File: src/rtl/btn_conditioner.sv
// btn_conditioner: conditions the four direction buttons for the block
// controller. Each lane synchronizes its raw button into the movement clock
// domain, debounces it, and emits a one-cycle pulse on every accepted press
// (plus optional auto-repeat pulses while the button stays held).
//
// Ports:
//   clk        movement clock; all state changes on its rising edge
//   rst        synchronous, active-high reset
//   btn_in     raw buttons {up, down, left, right} = [3:0], asynchronous
//   btn_level  debounced button level, registered
//   btn_pulse  one-cycle press/repeat pulse, registered

// One button lane: 2-flop synchronizer followed by the debounce/repeat FSM.
module btn_lane #(
    parameter int DEBOUNCE_CYCLES = 4,
    parameter bit REPEAT_EN       = 1'b0,
    parameter int REPEAT_DELAY    = 96,
    parameter int REPEAT_PERIOD   = 38
) (
    input  logic clk,
    input  logic rst,
    input  logic btn,
    output logic level,
    output logic pulse
);
    localparam int DW   = $clog2(DEBOUNCE_CYCLES + 1);
    localparam int RMAX = (REPEAT_DELAY > REPEAT_PERIOD) ? REPEAT_DELAY : REPEAT_PERIOD;
    localparam int RW   = $clog2(RMAX + 1);

    localparam logic [DW-1:0] D_LAST  = DW'(DEBOUNCE_CYCLES - 1);
    localparam logic [RW-1:0] R_FIRST = RW'(REPEAT_DELAY - 1);
    localparam logic [RW-1:0] R_NEXT  = RW'(REPEAT_PERIOD - 1);

    typedef enum logic [1:0] {
        IDLE,
        WAIT_PRESS,
        DOWN,
        WAIT_RELEASE
    } state_t;

    state_t        state, state_n;
    logic          s1, s2;
    logic [DW-1:0] dcnt, dcnt_n;
    logic [RW-1:0] rcnt, rcnt_n;
    logic          first, first_n;
    logic          level_n, pulse_n;

    always_ff @(posedge clk) begin
        if (rst) begin
            s1    <= 1'b0;
            s2    <= 1'b0;
            state <= IDLE;
            dcnt  <= '0;
            rcnt  <= '0;
            first <= 1'b1;
            level <= 1'b0;
            pulse <= 1'b0;
        end else begin
            s1    <= btn;
            s2    <= s1;
            state <= state_n;
            dcnt  <= dcnt_n;
            rcnt  <= rcnt_n;
            first <= first_n;
            level <= level_n;
            pulse <= pulse_n;
        end
    end

    always_comb begin
        state_n = state;
        dcnt_n  = dcnt;
        rcnt_n  = rcnt;
        first_n = first;
        level_n = level;
        pulse_n = 1'b0;
        case (state)
            IDLE: begin
                if (s2) begin
                    state_n = WAIT_PRESS;
                    dcnt_n  = '0;
                end
            end
            WAIT_PRESS: begin
                if (!s2) begin
                    state_n = IDLE;
                    dcnt_n  = '0;
                end else if (dcnt == D_LAST) begin
                    state_n = DOWN;
                    level_n = 1'b1;
                    pulse_n = 1'b1;
                    rcnt_n  = '0;
                    first_n = 1'b1;
                end else begin
                    dcnt_n = dcnt + DW'(1);
                end
            end
            DOWN: begin
                if (!s2) begin
                    // rcnt is frozen so a bounce back to DOWN resumes the interval
                    state_n = WAIT_RELEASE;
                    dcnt_n  = '0;
                end else if (REPEAT_EN) begin
                    if (rcnt == (first ? R_FIRST : R_NEXT)) begin
                        pulse_n = 1'b1;
                        rcnt_n  = '0;
                        first_n = 1'b0;
                    end else begin
                        rcnt_n = rcnt + RW'(1);
                    end
                end
            end
            WAIT_RELEASE: begin
                if (s2) begin
                    // short dropout: resume the hold silently, level never fell
                    state_n = DOWN;
                    dcnt_n  = '0;
                end else if (dcnt == D_LAST) begin
                    state_n = IDLE;
                    level_n = 1'b0;
                end else begin
                    dcnt_n = dcnt + DW'(1);
                end
            end
            default: state_n = IDLE;
        endcase
    end
endmodule

module btn_conditioner #(
    parameter int DEBOUNCE_CYCLES = 4,
    parameter bit REPEAT_EN       = 1'b0,
    parameter int REPEAT_DELAY    = 96,
    parameter int REPEAT_PERIOD   = 38
) (
    input  logic       clk,
    input  logic       rst,
    input  logic [3:0] btn_in,
    output logic [3:0] btn_level,
    output logic [3:0] btn_pulse
);
    localparam int NUM_LANES = 4;

    for (genvar i = 0; i < NUM_LANES; i++) begin : g_lane
        btn_lane #(
            .DEBOUNCE_CYCLES(DEBOUNCE_CYCLES),
            .REPEAT_EN      (REPEAT_EN),
            .REPEAT_DELAY   (REPEAT_DELAY),
            .REPEAT_PERIOD  (REPEAT_PERIOD)
        ) u_lane (
            .clk  (clk),
            .rst  (rst),
            .btn  (btn_in[i]),
            .level(btn_level[i]),
            .pulse(btn_pulse[i])
        );
    end
endmodule
File: config.mk
export PLATFORM = sky130hd
export DESIGN_NAME = btn_conditioner
export DESIGN_NICKNAME = d
export VERILOG_FILES = /design/src/rtl/btn_conditioner.sv
export SDC_FILE = /design/constraint.sdc
export NUM_CORES = 1
export LEC_CHECK = 0
export CAP_MARGIN = 20
export CORE_MARGIN = 1
export CORE_UTILIZATION = 40
export DETAILED_ROUTE_END_ITERATION = 12
export SETUP_SLACK_MARGIN = 0.3
export SLEW_MARGIN = 10
export SYNTH_ARGS = -nofsm -noshare
export SYNTH_HDL_FRONTEND = slang
export SYNTH_SLANG_ARGS = --single-unit
File: constraint.sdc
create_clock -name clk -period 1.2 [get_ports clk]
set_input_delay 0.24 -clock clk [delete_from_list [all_inputs] [get_ports clk]]
set_output_delay 0.24 -clock clk [all_outputs]
set_load 0.02 [all_outputs]
======== Word-level counts from Yosys, hierarchy flattened ========
Cells that the tools add are included.
word-level totals
  output and inout port bits .............. 8
  memories kept ........................... 0
  bits in registers ....................... 36
  word-level logic and storage cells ...... 184
  bits of input ports ..................... 6
  memory bits (writable) .................. 0
  latch bits .............................. 0
  ROM bits ................................ 0
operators by class
  shift operators ......................... 0
  mux-type cells .......................... 76
  magnitude comparators ................... 0
  reduce and logical (&&, ||, !) cells .... 24
  eq/ne operators ......................... 48
  add/subtract/negate cells ............... 4
  div/mod/pow operators ................... 0
  multiply operators ...................... 0
  bitwise operators ....................... 8
operators by type and width
  cell                 count
  $mux 3               20
  $mux 2               24
  $pmux 3 s4           4
  $ne 2x1->1 const B   16
  $pmux 2 s4           4
  $mux 1               20
  $reduce_and 5->1     4
  $eq 2x2->1 const B   8
  $ne 2x2->1 const B   8
  $reduce_and 4->1     4
  $add 3x1->3 const B  4
  $eq 3x2->1 const B   4
  $ne 3x1->1 const B   4
  $ne 3x3->1 const B   4
  $reduce_or 3->1      4
  $eq 2x1->1 const B   4
  $logic_not 2->1      4
  $not 1->1            8
  $pmux 1 s2           4
  $reduce_and 2->1     4
  $reduce_bool 2->1    4

======== Logic depth before layout (Yosys ltp) ========
  depth in word-level cells ............... 4
  depth in mapped cells ................... 4
  gate-level depth less buffers ........... 4

======== Hierarchy ========
Synthesis repeated with hierarchy kept, for this count alone.
second synthesis, totals
  cells, all modules ...................... 160
  area total of the unflattened synthesis .. 1601.5 um^2
by module, submodules not included
  module    seq. area each (um^2)  instances  area an instance (um^2)  cells an instance
  btn_lane  180.2                  4          400.4                    40

======== Worst setup path after synthesis ========
Ideal clock, no wire load.
  path type ............................... register to register
  start ................................... reg g_lane[3].u_lane.s2
  end ..................................... reg g_lane[3].u_lane.dcnt[2]
  period minus slack after synthesis ...... 1.242 ns
  setup time .............................. 0.080 ns
  buffers on the path ..................... 0
  arrival time ............................ 1.162 ns
  required time ........................... 1.120 ns
  cell stages (with the launch flop) ...... 4
  path slack .............................. -0.042 ns
  path through ............................ dfxtp_1 -> xor2_1 -> mux2_1 -> nor3b_1
on the way
  longest elaborated chain between the ends .. 2
  elaborated cells between the ends (all ways) .. 6
  those cells by class .................... eq/ne: 2; mux: 3; reduce/logical: 1
ends and longest elaborated chain
  what                                                   line  RTL
  start: declaration                                     42    logic s1, s2;
  start signal: assignment                               51    s2 <= 1'b0;
  start signal: assignment                               60    s2 <= s1;
  $mux 3, or another cell as far along                   114   if (s2) begin
  $pmux 3 s4 / $reduce_and 2->1 (equally long branches)  --
  end signal: assignment                                 62    dcnt <= dcnt_n;
  end: declaration                                       43    logic [DW-1:0] dcnt, dcnt_n;
Several ways; a longest one is shown, not always the timed one.
A chain may end at the register's enable or synchronous reset.

======== Final worst setup path ========
  start ................................... reg g_lane[0].u_lane.s2
  end ..................................... reg g_lane[0].u_lane.dcnt[1]
on the way
  longest elaborated chain between the ends .. 2
  elaborated cells between the ends (all ways) .. 6
  those cells by class .................... eq/ne: 2; mux: 3; reduce/logical: 1
ends and longest elaborated chain
  what                                                   line
  start: declaration                                     42
  start signal: assignment                               51
  start signal: assignment                               60
  $mux 3, or another cell as far along                   114
  $pmux 3 s4 / $reduce_and 2->1 (equally long branches)  --
  end signal: assignment                                 62
  end: declaration                                       43
Several ways; a longest one is shown, not always the timed one.

==> flow_metrics.py <==
metrics = {
    "critical_path": {
        "path_max_fanout": 4,
        "r2r_end": "g_lane[0].u_lane.dcnt[1]",
        "r2r_cells": 3,
        "r2r_start": "g_lane[0].u_lane.s2",
        "critPathCapture": "g_lane[0].u_lane.dcnt[1]",
        "cp-startpoint": "g_lane[0].u_lane.s2",
        "reg2reg_slack_ns": 0.01,
        "crit_path_end_kind": "flop",
        "required_ns": 1.38,
        "arrival_ns": 1.37,
        "crit_type": "reg2reg",
        "critPathLaunchType": "flop",
    },
    "timing": {
        "setup_viol": 0,
        "max_freq_mhz": 841,
        "fin_skew_ns": 0.00323,
        "rsz0062_at_grt": "true",
        "final.min_clock_period_ns": 1.19,
        "period_share_pct": 99.0,
        "tightest_slew_ns": 0.213,
        "final.setup.tns_ns": 0,
        "hold_viol": 0,
        "slew_violations": 0,
        "maxSlewHeadroom_pct": 85.8,
    },
    "synth": {
        "synth_edf_count": 0,
        "synthDistinctLibCells": 23,
        "synth_area_sq_um": 1600,
        "synth_warnings": 0,
        "yosysTopAreaCellShare_pct": 45.2,
        "syn-num-nets": 181,
        "synth_top_area_cell": "dfxtp_1",
        "yosysMostFrequentCell": "dfxtp_1",
        "async_reset_ff_share_pct": 0,
        "synth_area_leaders": "dfxtp_1 (45%), nand3b_1 (5.6%), buf_4 (3.8%)",
        "synth_ff_type": "dfxtp_1",
        "synth_seq_area_share_pct": 45.2,
        "postSynthCellCount": 171,
        "syn_area_per_cell_sq_um": 9.33,
        "ys_ff_latch": 36,
        "synth_common_cells": "dfxtp_1 (36), nand2_1 (14), nand3b_1 (12)",
    },
    "route": {
        "wire_per_inst_um": 13.9,
        "via_per_inst": 5.26,
        "ant_nets": 0,
        "first_pass_iters": 4,
        "drc_errors": 0,
        "postRouteWirelength_um": 3600,
        "vias": 1363,
        "drtIter0Drc": 45,
    },
    "die": {
        "die-area_sq_um": 4240,
        "start_util_pct": 42.6,
        "rows": 22,
        "die_h_um": 65.2,
        "die_w_um": 65.2,
        "ios": 14,
        "core_sq_um": 3740,
    },
    "pwr": {
        "leakage_nw": 0.887,
        "ir_worst_vdd_mv": 0.795,
        "p_total_w": 0.00250,
        "p_per_area_nw_per_um2": 987,
    },
    "min_path": {
        "min_path_type": "reg2reg",
    },
    "layout": {
        "area_growth_pct": 59.1,
        "fin_nets": 221,
        "post-route-util_pct": 67.8,
        "drive_gt1_share_pct": 64.0,
        "diodes": 0,
    },
    "global_routing": {
        "grt_max_degree": 11,
        "grt_overflow": 0,
        "grt_pass1_vias": 1372,
        "grt_usage_pct": 17.9,
        "grt_first_pass_wirelength_um": 5890,
        "antenna_found_initial": 0,
    },
    "placed_design": {
        "dp_hpwl_um": 2120,
        "io_buffers": 13,
        "place_congestion": 0.783,
    },
    "clock_network": {
        "clock_latency_ns": 0.27,
        "cts_htree_levels": 2,
        "cts-root-buf": "clkbuf_8",
        "clk_path_buf_depth": 2,
        "cts_tree": "built",
        "cts_buffers": 5,
        "clock_sinks": 36,
        "path_clk_slew_ns": 0.07,
        "ctsHoldBuffers": 0,
    },
    "outcome": {
        "status": "finished, final reports clean",
    },
    "flow_run": {
        "maxCapViolCount": 0,
    },
}
## layout make-up
cell class / instances / area [sq um]
fill: 290 / 1210
tap: 48 / 60.1
clock buffer: 7 / 96.3
multi-input combinational: 119 / 1160
sequential: 36 / 788
timing repair buffer: 49 / 428
## critical path, stage by stage, from the launching register on
cell,delay (ns)
dfxtp_4,0.37
xnor2_4,0.16
or3_1,0.38
a31oi_1,0.19
## cell families after synthesis
kind of cell	Yosys count	synth area share (%)
buffers and inverters	16	5.65
and+or+nand+nor	79	30.4
DFF	36	45.2
muxes	4	2.82
adders and majority gates	4	3.14
xor gates and xnor gates	8	4.39
AOI/OAI and AO/OA	24	8.47
## power by group
group	total (W)	switching, W	internal [W]
Combinational	0.000337	0.000141	0.000196
Sequential	0.00126	0.0000465	0.00122
Clock	0.000904	0.000392	0.000511
Total	0.00250	0.000579	0.00193
## cell usage in the layout, fill, tap and decap left out, drive strengths merged
master,count
nor3,4
nor2,4
a31oi,8
clkdlybuf4s50,4
xor2,4
dlygate4sd2,1
nand4,6
nand2,14
or3,6
a21oi,8
nand2b,8
ha,4
mux2,4
nand4b,4
nor2b,9
o21ai,4
or2,4
dfxtp,36
nor3b,4
clkbuf,7
xnor2,4
o22ai,4
nand3b,12
buf,44
and3b,4
## repair_timing
action                                  4_1_cts  5_1_grt
endpoints found under the setup margin       40       36
setup buffers                                16        7
pin swaps                                    17        7
resized for setup                            89       27
## metrics by stage
stage | area (sq um) | hold slack [ns] | std cells | setup WS, ns
after floorplan | 1820 | 0.368 | 171 | 0.109
after global placement | 2000 | 0.423 | 229 | -0.0598
after detailed placement | 2000 | 0.428 | 229 | -0.0953
after CTS | 2370 | 0.432 | 252 | 0.0511
after global routing | 2540 | 0.448 | 259 | -0.0255
final | 2540 | 0.436 | 259 | 0.0115
## worst min-delay path by stage
stage / slack (ns) / depth (start not counted) / from / endpoint
2_1_floorplan: 0.37 / 1 / btn_in[0] / g_lane[0].u_lane.s1
3_3_place_gp: 0.42 / 1 / g_lane[2].u_lane.s1 / g_lane[2].u_lane.s2
3_5_place_dp: 0.43 / 1 / g_lane[2].u_lane.s1 / g_lane[2].u_lane.s2
4_1_cts: 0.43 / 3 / rst / flop
5_1_grt: 0.45 / 1 / g_lane[2].u_lane.s1 / g_lane[2].u_lane.s2
6_report: 0.44 / 1 / g_lane[2].u_lane.s1 / g_lane[2].u_lane.s2
## layer usage
| metal | share of wire [%] | track usage [%] | up-vias |
|---|---|---|---|
| met5 | 0 | 0 | - |
| met4 | 0.64 | 5.71 | 0 |
| met3 | 2.4 | 4.69 | 4 |
| met2 | 56 | 32.9 | 16 |
| met1 | 41 | 19.8 | 673 |
| li1 | - | - | 670 |
(Power assumes the default switching activity.)
